<file path="src/rtl/fetch_stage.sv">
// Instruction-fetch stage: owns the PC, issues 1-cycle-latency imem reads and
// feeds decode through a one-entry skid buffer. Define FETCH_PERF_EN for counters.
module fetch_stage #(
  parameter logic [15:0] RESET_PC  = 16'h0000,
  parameter logic [15:0] NOP_INSTR = 16'h0000
) (
  input  logic        clk,
  input  logic        reset,
  input  logic        stall,
  input  logic        jump,
  input  logic [15:0] new_pc,
  output logic        imem_rd,
  output logic [15:0] imem_addr,
  input  logic [15:0] imem_data,
  output logic [15:0] pc_out,
  output logic [15:0] pcp2_out,
  output logic [15:0] ir_out,
  output logic        valid_out
`ifdef FETCH_PERF_EN
  ,
  output logic [15:0] fetch_cnt,
  output logic [15:0] squash_cnt
`endif
);

  logic [15:0] fetch_pc_q, fetch_pc_d;
  logic        infl_v_q, infl_v_d;
  logic [15:0] infl_pc_q, infl_pc_d;
  logic        hold_v_q, hold_v_d;
  logic [15:0] hold_pc_q, hold_pc_d;
  logic [15:0] hold_ir_q, hold_ir_d;
  logic [15:0] last_pc_q, last_pc_d;

  logic        slot_v;
  logic [15:0] slot_pc;
  logic [15:0] slot_ir;
  logic [15:0] jump_tgt;

  assign jump_tgt = new_pc & 16'hFFFE;

  // Output slot: skid buffer wins over the in-flight read; an empty slot
  // keeps reporting the last presented pc so decode sees a stable value.
  always_comb begin
    slot_v  = hold_v_q | infl_v_q;
    slot_pc = last_pc_q;
    slot_ir = NOP_INSTR;
    if (hold_v_q) begin
      slot_pc = hold_pc_q;
      slot_ir = hold_ir_q;
    end else if (infl_v_q) begin
      slot_pc = infl_pc_q;
      slot_ir = imem_data;
    end

    if (reset) begin
      valid_out = 1'b0;
      pc_out    = RESET_PC;
      ir_out    = NOP_INSTR;
    end else begin
      valid_out = slot_v & ~jump;
      pc_out    = slot_pc;
      ir_out    = (slot_v && !jump) ? slot_ir : NOP_INSTR;
    end
    pcp2_out = pc_out + 16'd2;
  end

  // NOTE: every variable gets a default before any branch so no latch is inferred.
  always_comb begin
    imem_rd    = 1'b0;
    imem_addr  = fetch_pc_q;
    fetch_pc_d = fetch_pc_q;
    infl_v_d   = infl_v_q;
    infl_pc_d  = infl_pc_q;
    hold_v_d   = hold_v_q;
    hold_pc_d  = hold_pc_q;
    hold_ir_d  = hold_ir_q;
    last_pc_d  = slot_pc;

    if (reset) begin
      imem_rd = 1'b0;
    end else if (jump) begin
      imem_rd    = 1'b1;
      imem_addr  = jump_tgt;
      fetch_pc_d = jump_tgt + 16'd2;
      infl_v_d   = 1'b1;
      infl_pc_d  = jump_tgt;
      hold_v_d   = 1'b0;
    end else if (stall) begin
      infl_v_d = 1'b0;
      if (!hold_v_q && infl_v_q) begin
        hold_v_d  = 1'b1;
        hold_pc_d = infl_pc_q;
        hold_ir_d = imem_data;
      end
    end else begin
      imem_rd    = 1'b1;
      imem_addr  = fetch_pc_q;
      fetch_pc_d = fetch_pc_q + 16'd2;
      infl_v_d   = 1'b1;
      infl_pc_d  = fetch_pc_q;
      hold_v_d   = 1'b0;
    end
  end

  // NOTE: sequential state uses non-blocking assignments only.
  always_ff @(posedge clk) begin
    if (reset) begin
      fetch_pc_q <= RESET_PC;
      infl_v_q   <= 1'b0;
      hold_v_q   <= 1'b0;
      last_pc_q  <= RESET_PC;
    end else begin
      fetch_pc_q <= fetch_pc_d;
      infl_v_q   <= infl_v_d;
      hold_v_q   <= hold_v_d;
      last_pc_q  <= last_pc_d;
    end
  end

  // NOTE: payload registers are qualified by their valid bits, so they carry no reset.
  always_ff @(posedge clk) begin
    infl_pc_q <= infl_pc_d;
    hold_pc_q <= hold_pc_d;
    hold_ir_q <= hold_ir_d;
  end

`ifdef FETCH_PERF_EN
  logic [15:0] fetch_cnt_q, fetch_cnt_d;
  logic [15:0] squash_cnt_q, squash_cnt_d;
  logic        squash_ev;

  always_comb begin
    squash_ev    = ~reset & jump & slot_v;
    fetch_cnt_d  = fetch_cnt_q + {15'd0, imem_rd};
    squash_cnt_d = squash_cnt_q + {15'd0, squash_ev};
  end

  always_ff @(posedge clk) begin
    if (reset) begin
      fetch_cnt_q  <= 16'd0;
      squash_cnt_q <= 16'd0;
    end else begin
      fetch_cnt_q  <= fetch_cnt_d;
      squash_cnt_q <= squash_cnt_d;
    end
  end

  assign fetch_cnt  = fetch_cnt_q;
  assign squash_cnt = squash_cnt_q;
`endif

endmodule

</file>
<file path="config.mk">
export PLATFORM = sky130hd
export DESIGN_NAME = fetch_stage
export DESIGN_NICKNAME = d
export VERILOG_FILES = /design/src/rtl/fetch_stage.sv
export SDC_FILE = /design/constraint.sdc
export NUM_CORES = 1
export LEC_CHECK = 0
export CAP_MARGIN = 20
export CELL_PAD_IN_SITES_DETAIL_PLACEMENT = 0
export CELL_PAD_IN_SITES_GLOBAL_PLACEMENT = 1
export CORE_UTILIZATION = 35
export CTS_CLUSTER_DIAMETER = 30
export DETAILED_ROUTE_END_ITERATION = 6
export PLACE_DENSITY_LB_ADDON = 0.1
export SLEW_MARGIN = 20
export SYNTH_ARGS = -nofsm -noshare
export SYNTH_HDL_FRONTEND = slang
export SYNTH_SLANG_ARGS = --single-unit
</file>
<file path="constraint.sdc">
create_clock -name clk -period 2.96 [get_ports clk]
set_input_delay 0.592 -clock clk [delete_from_list [all_inputs] [get_ports clk]]
set_output_delay 0.592 -clock clk [all_outputs]
set_load 0.005 [all_outputs]
</file>
### Yosys cells after proc, flatten, opt, wreduce, memory -nomap -nowiden

Cells that the tools add are included.
W data, S select, Z words.

| cells by class | value |
|---|---|
| shifts and indexed selects | 0 |
| add/sub/neg operators | 3 |
| multipliers | 0 |
| equal/unequal tests | 1 |
| bitwise logic cells | 5 |
| reductions and logical operators | 7 |
| div/mod/pow operators | 0 |
| muxes and demuxes | 17 |
| $lt $le $gt $ge | 0 |

Operators with widths:

| operator | count |
|---|---|
| $mux W16 | 13 |
| $add A16 B2 Y16 const B | 3 |
| $mux W1 | 4 |
| $reduce_and A4 Y1 | 1 |
| $not A1 Y1 | 3 |
| $reduce_or A3 Y1 | 1 |
| $logic_and A1 B1 Y1 | 2 |
| $logic_not A1 Y1 | 2 |
| $ne A2 B1 Y1 const B | 1 |
| $reduce_and A2 Y1 | 1 |
| $and A1 B1 Y1 | 1 |
| $or A1 B1 Y1 | 1 |

| storage, ports and cells | value |
|---|---|
| register bits after elaboration | 82 |
| bits of input ports | 36 |
| ROM bits | 0 |
| bits in writable memories | 0 |
| bits in latches | 0 |
| logic and storage cells | 41 |
| output and inout port bits | 66 |
| memories | 0 |

### Longest topological paths before layout

| depth | value |
|---|---|
| depth after elaboration | 4 |
| mapped depth | 12 |
| mapped depth without buffers | 10 |

### Worst setup path before layout

OpenSTA, ideal clock, no wires.

| timing path | value |
|---|---|
| path kind | input to output |
| from | input port reset |
| to | output port pcp2_out[13] |
| setup slack | -0.195 ns |
| cell stages on the path | 10 |
| arrival | 2.563 ns |
| data required time | 2.368 ns |
| buffers on the path | 3 |
| path through | clkbuf_1 -> clkbuf_1 -> clkbuf_1 -> nor2_1 -> ha_1 -> inv_1 -> a211o_1 -> nor4b_4 -> nand4_1 -> xnor2_1 |

| on the way | value |
|---|---|
| word-level cells in the longest chain between the ends | 2 |

RTL lines:

| element | RTL line | text |
|---|---|---|
| start: declaration | 8 | `input logic reset,` |
| $mux W16 | 55 | `if (reset) begin` |
| via pc_out[2] | 15 | `output logic [15:0] pc_out,` |
| $add A16 B2 Y16 | 64 | `pcp2_out = pc_out + 16'd2;` |
| end: declaration | 16 | `output logic [15:0] pcp2_out,` |

The timed path passes the listed nets, and every way through them passes these cells.

### Worst setup path after layout

| timing path | value |
|---|---|
| from | register infl_v_q |
| to | output port pcp2_out[15] |

| on the way | value |
|---|---|
| word-level cells in the longest chain between the ends | 4 |

RTL lines:

| element | RTL line | text |
|---|---|---|
| start: declaration | 27 | `logic infl_v_q, infl_v_d;` |
| start signal: assignment | 114 | `infl_v_q <= infl_v_d;` |
| $mux W16 | 50 | `end else if (infl_v_q) begin` |
| $mux W16 | 47 | `if (hold_v_q) begin` |
| $mux W16 | 55 |  |
| $add A16 B2 Y16 | 64 |  |

Every way passes these cells.

==> qor.yml <==
setup_path:
  crit_path_end_kind: "primary output"
  critPathRequiredTime_ns: 2.37
  r2r-end: "fetch_pc_q[11]$_SDFFE_PP0N_"
  crit_type: "reg2out"
  worstPathMaxFanout: 4
  start_kind: "flip-flop"
  r2r_start: "fetch_pc_q[1]$_SDFFE_PP0N_"
  r2r_cells: 7
  cp.arrival_ns: 2.63
  r2r_setup_slack_ns: 0.98
power_and_ir_drop:
  vdd_ir_drop_max_mv: 0.3960
  leakagePower_uw: 0.002558
  finalPower_uw: 2852
  pwr_density_cell_nw_per_um2: 463.9
logic_synthesis:
  yosysSeqAreaShare_pct: 50.46
  synth.distinct_cells: 53
  ys_ff_latch: 79
  netlist_area_um2: 4046
  yosys_warnings: 0
  syn_inst: 350
  async_flop_share_pct: 0
  syn_area_per_cell_um2: 11.56
  yosys_most_used_dff: "edfxtp_1"
  synth_enable_flop_cells: 46
  syn_nets: 388
die:
  fp.dieH_um: 109.5
  start_util_pct: 36.68
  num_rows: 38
  io_pins: 102
  die_w_um: 109.5
  die_area_um2: 11990
  coreArea_um2: 11030
drt:
  vias: 3186
  wire_per_inst_um: 15.35
  drc: 0
  vias_per_cell: 4.813
  antenna_left: 0
  drt_iter0_markers: 141
  dr.pass1.iters: 5
  routed_wl_um: 10160
min_path:
  holdPathStages: 0
  hp-start: "infl_pc_q[1]$_DFFE_PP_"
  whs_endpoint: "hold_pc_q[1]$_DFFE_PP_"
  min_path_type: "reg2reg"
global_routing:
  globalRouteOverflowTotal: 0
  grt_pass1_vias: 3063
  grt_antenna_before_repair: 0
  grt_use_total_pct: 17.04
  grt_pass1_wl_um: 15420
  grt_max_degree: 36
finish:
  final_cell_mix: "81 x clkdlybuf4s50_1, 67 x buf_4, 46 x edfxtp_1"
  antenna_cells: 0
  final_common_cell: "clkdlybuf4s50_1"
  finish.utilization_pct: 55.74
  fillCellCount: 1012
  final_layout_size_suffix_gt1_share_pct: 31.61
  synthToLayoutAreaGrowth_pct: 51.95
  nets: 555
cts:
  clock_sink_count: 79
  clk_latency_ns: 0.33
  h-tree-depth: 3
  clkTransAtPathRegs_ns: 0.06
  cts_tree: "built"
  cts_buffers: 9
  clock_path_buffers: 2
  clk_root_buffer_cell: "clkbuf_16"
placed_design:
  gp_congestion: 0.7804
  dp_slack_ns: -0.7109
  io_buffers: 99
  dp_hpwl_um: 7162
timing:
  hold_viol: 0
  period_minus_slack_ns: 3.226
  period_share_pct: 109.0
  holdWs_ns: 0.4527
  setup_viol_count_final: 5
  fin_setup_tns_ns: -0.7610
  setup_ws_ns: -0.2661
  grt_setup_unrepaired: "yes"
  max_freq_mhz: 310.0
  fin_skew_ns: 0.01258
  slew_violations: 0
outcome:
  violations: "negative setup slack"
  status: "complete, but fails checks"
job:
  maxCapViolations: 0
logic make-up (layout without fill, tap and decap cells):
family                     count (synthesis)  count (layout)  synth area share, %
xor gates and xnor gates                  20              20                4.329
and+or+nand+nor                          109             109                14.97
muxes                                     52              52                14.16
AOI/OAI and AO/OA                         54              54                10.85
buffers and inverters                     33             205                4.514
DFF                                       79              79                50.46
other                                      1               1              0.09268
adders and majority gates                  2               2               0.6183
registers in the layout, indices dropped and copies added (netlist names):
| register | count |
|---|---|
| infl_v_q | 1 |
| infl_pc_q | 15 |
| hold_ir_q | 16 |
| last_pc_q | 16 |
| hold_pc_q | 15 |
| hold_v_q | 1 |
| fetch_pc_q | 15 |
timing repair:
| action | in CTS | in global routing |
|---|---|---|
| hold buffers | 0 | 0 |
| cloned | 1 | 2 |
| setup buffers | 9 | 3 |
| resized for setup | 52 | 11 |
| endpoints found under the setup margin | 52 | 28 |
| pin swaps | 17 | 4 |
where the power goes:
part / total (µW) / leakage [µW] / internal, µW / switching [µW]
clock: 1030 / 0.000132 / 597 / 434
sequential: 1260 / 0.000701 / 1220 / 32.4
combinational: 567 / 0.00172 / 336 / 230
cells in the mapped netlist, types with 4 or more instances:
| cell | count | share of area, % |
|---|---|---|
| a211oi_2 | 6 | 1.9 |
| a21oi_1 | 9 | 1.1 |
| a22oi_1 | 16 | 3.0 |
| and3_1 | 5 | 0.77 |
| buf_4 | 4 | 0.74 |
| buf_6 | 4 | 1.1 |
| clkbuf_1 | 9 | 0.83 |
| dfxtp_1 | 33 | 16 |
| edfxtp_1 | 46 | 34 |
| inv_1 | 9 | 0.83 |
| mux2_2 | 32 | 8.9 |
| mux2i_1 | 15 | 3.7 |
| nand2_1 | 22 | 2.0 |
| nand2b_1 | 4 | 0.62 |
| nand3_1 | 9 | 1.1 |
| nand3b_1 | 4 | 0.74 |
| nand4_1 | 6 | 0.93 |
| nor2_1 | 32 | 3.0 |
| nor2b_1 | 10 | 1.5 |
| nor3_1 | 5 | 0.62 |
| o21ai_0 | 5 | 0.62 |
| xnor2_1 | 12 | 2.6 |
| xor2_1 | 8 | 1.7 |
stage by stage:
step	std cells	cell area, µm²
finish	662	6148
global route	662	6148
CTS	657	6057
detailed placement	631	5614
global placement	631	5614
floorplan	350	4095
critical path, stage by stage, from the launching register on:
cell	delay [ns]
dfxtp_2	0.34
mux2_4	0.21
mux2i_4	0.07
or2_4	0.25
inv_4	0.06
ha_4	0.11
inv_2	0.03
a211o_1	0.28
nor4b_4	0.32
buf_4	0.18
buf_6	0.08
nand4_1	0.08
xnor2_1	0.16
buf_2	0.13
area by class of cell:
| cell class | instances | area [µm²] | area share, % |
|---|---|---|---|
| tap | 140 | 175.2 | 2.849 |
| clock inverter | 5 | 41.29 | 0.6716 |
| multi-input combinational | 238 | 1913 | 31.12 |
| sequential | 79 | 2044 | 33.25 |
| inverter | 11 | 43.79 | 0.7123 |
| clock buffer | 11 | 242.7 | 3.948 |
| timing repair buffer | 178 | 1688 | 27.45 |
routing by layer:
metal  vias up  share of wire, %  track usage (%)
li1       1609                 -                -
met3         9               3.6            2.549
met1      1499                50            23.61
met4         0               1.4            7.048
met5         -                 0                0
met2        69                45            26.55
how the worst max path moves through the flow:
stage | start | to | cells past startpoint
CTS | infl_v_q$_DFF_P_ | pcp2_out[15] | 13
global route | infl_v_q$_DFF_P_ | pcp2_out[15] | 13
detailed placement | reset | pcp2_out[13] | 10
finish | infl_v_q$_DFF_P_ | pcp2_out[15] | 13
floorplan | reset | pcp2_out[13] | 10
global placement | reset | pcp2_out[15] | 10
No activity file was read; power rests on OpenSTA's default activity.
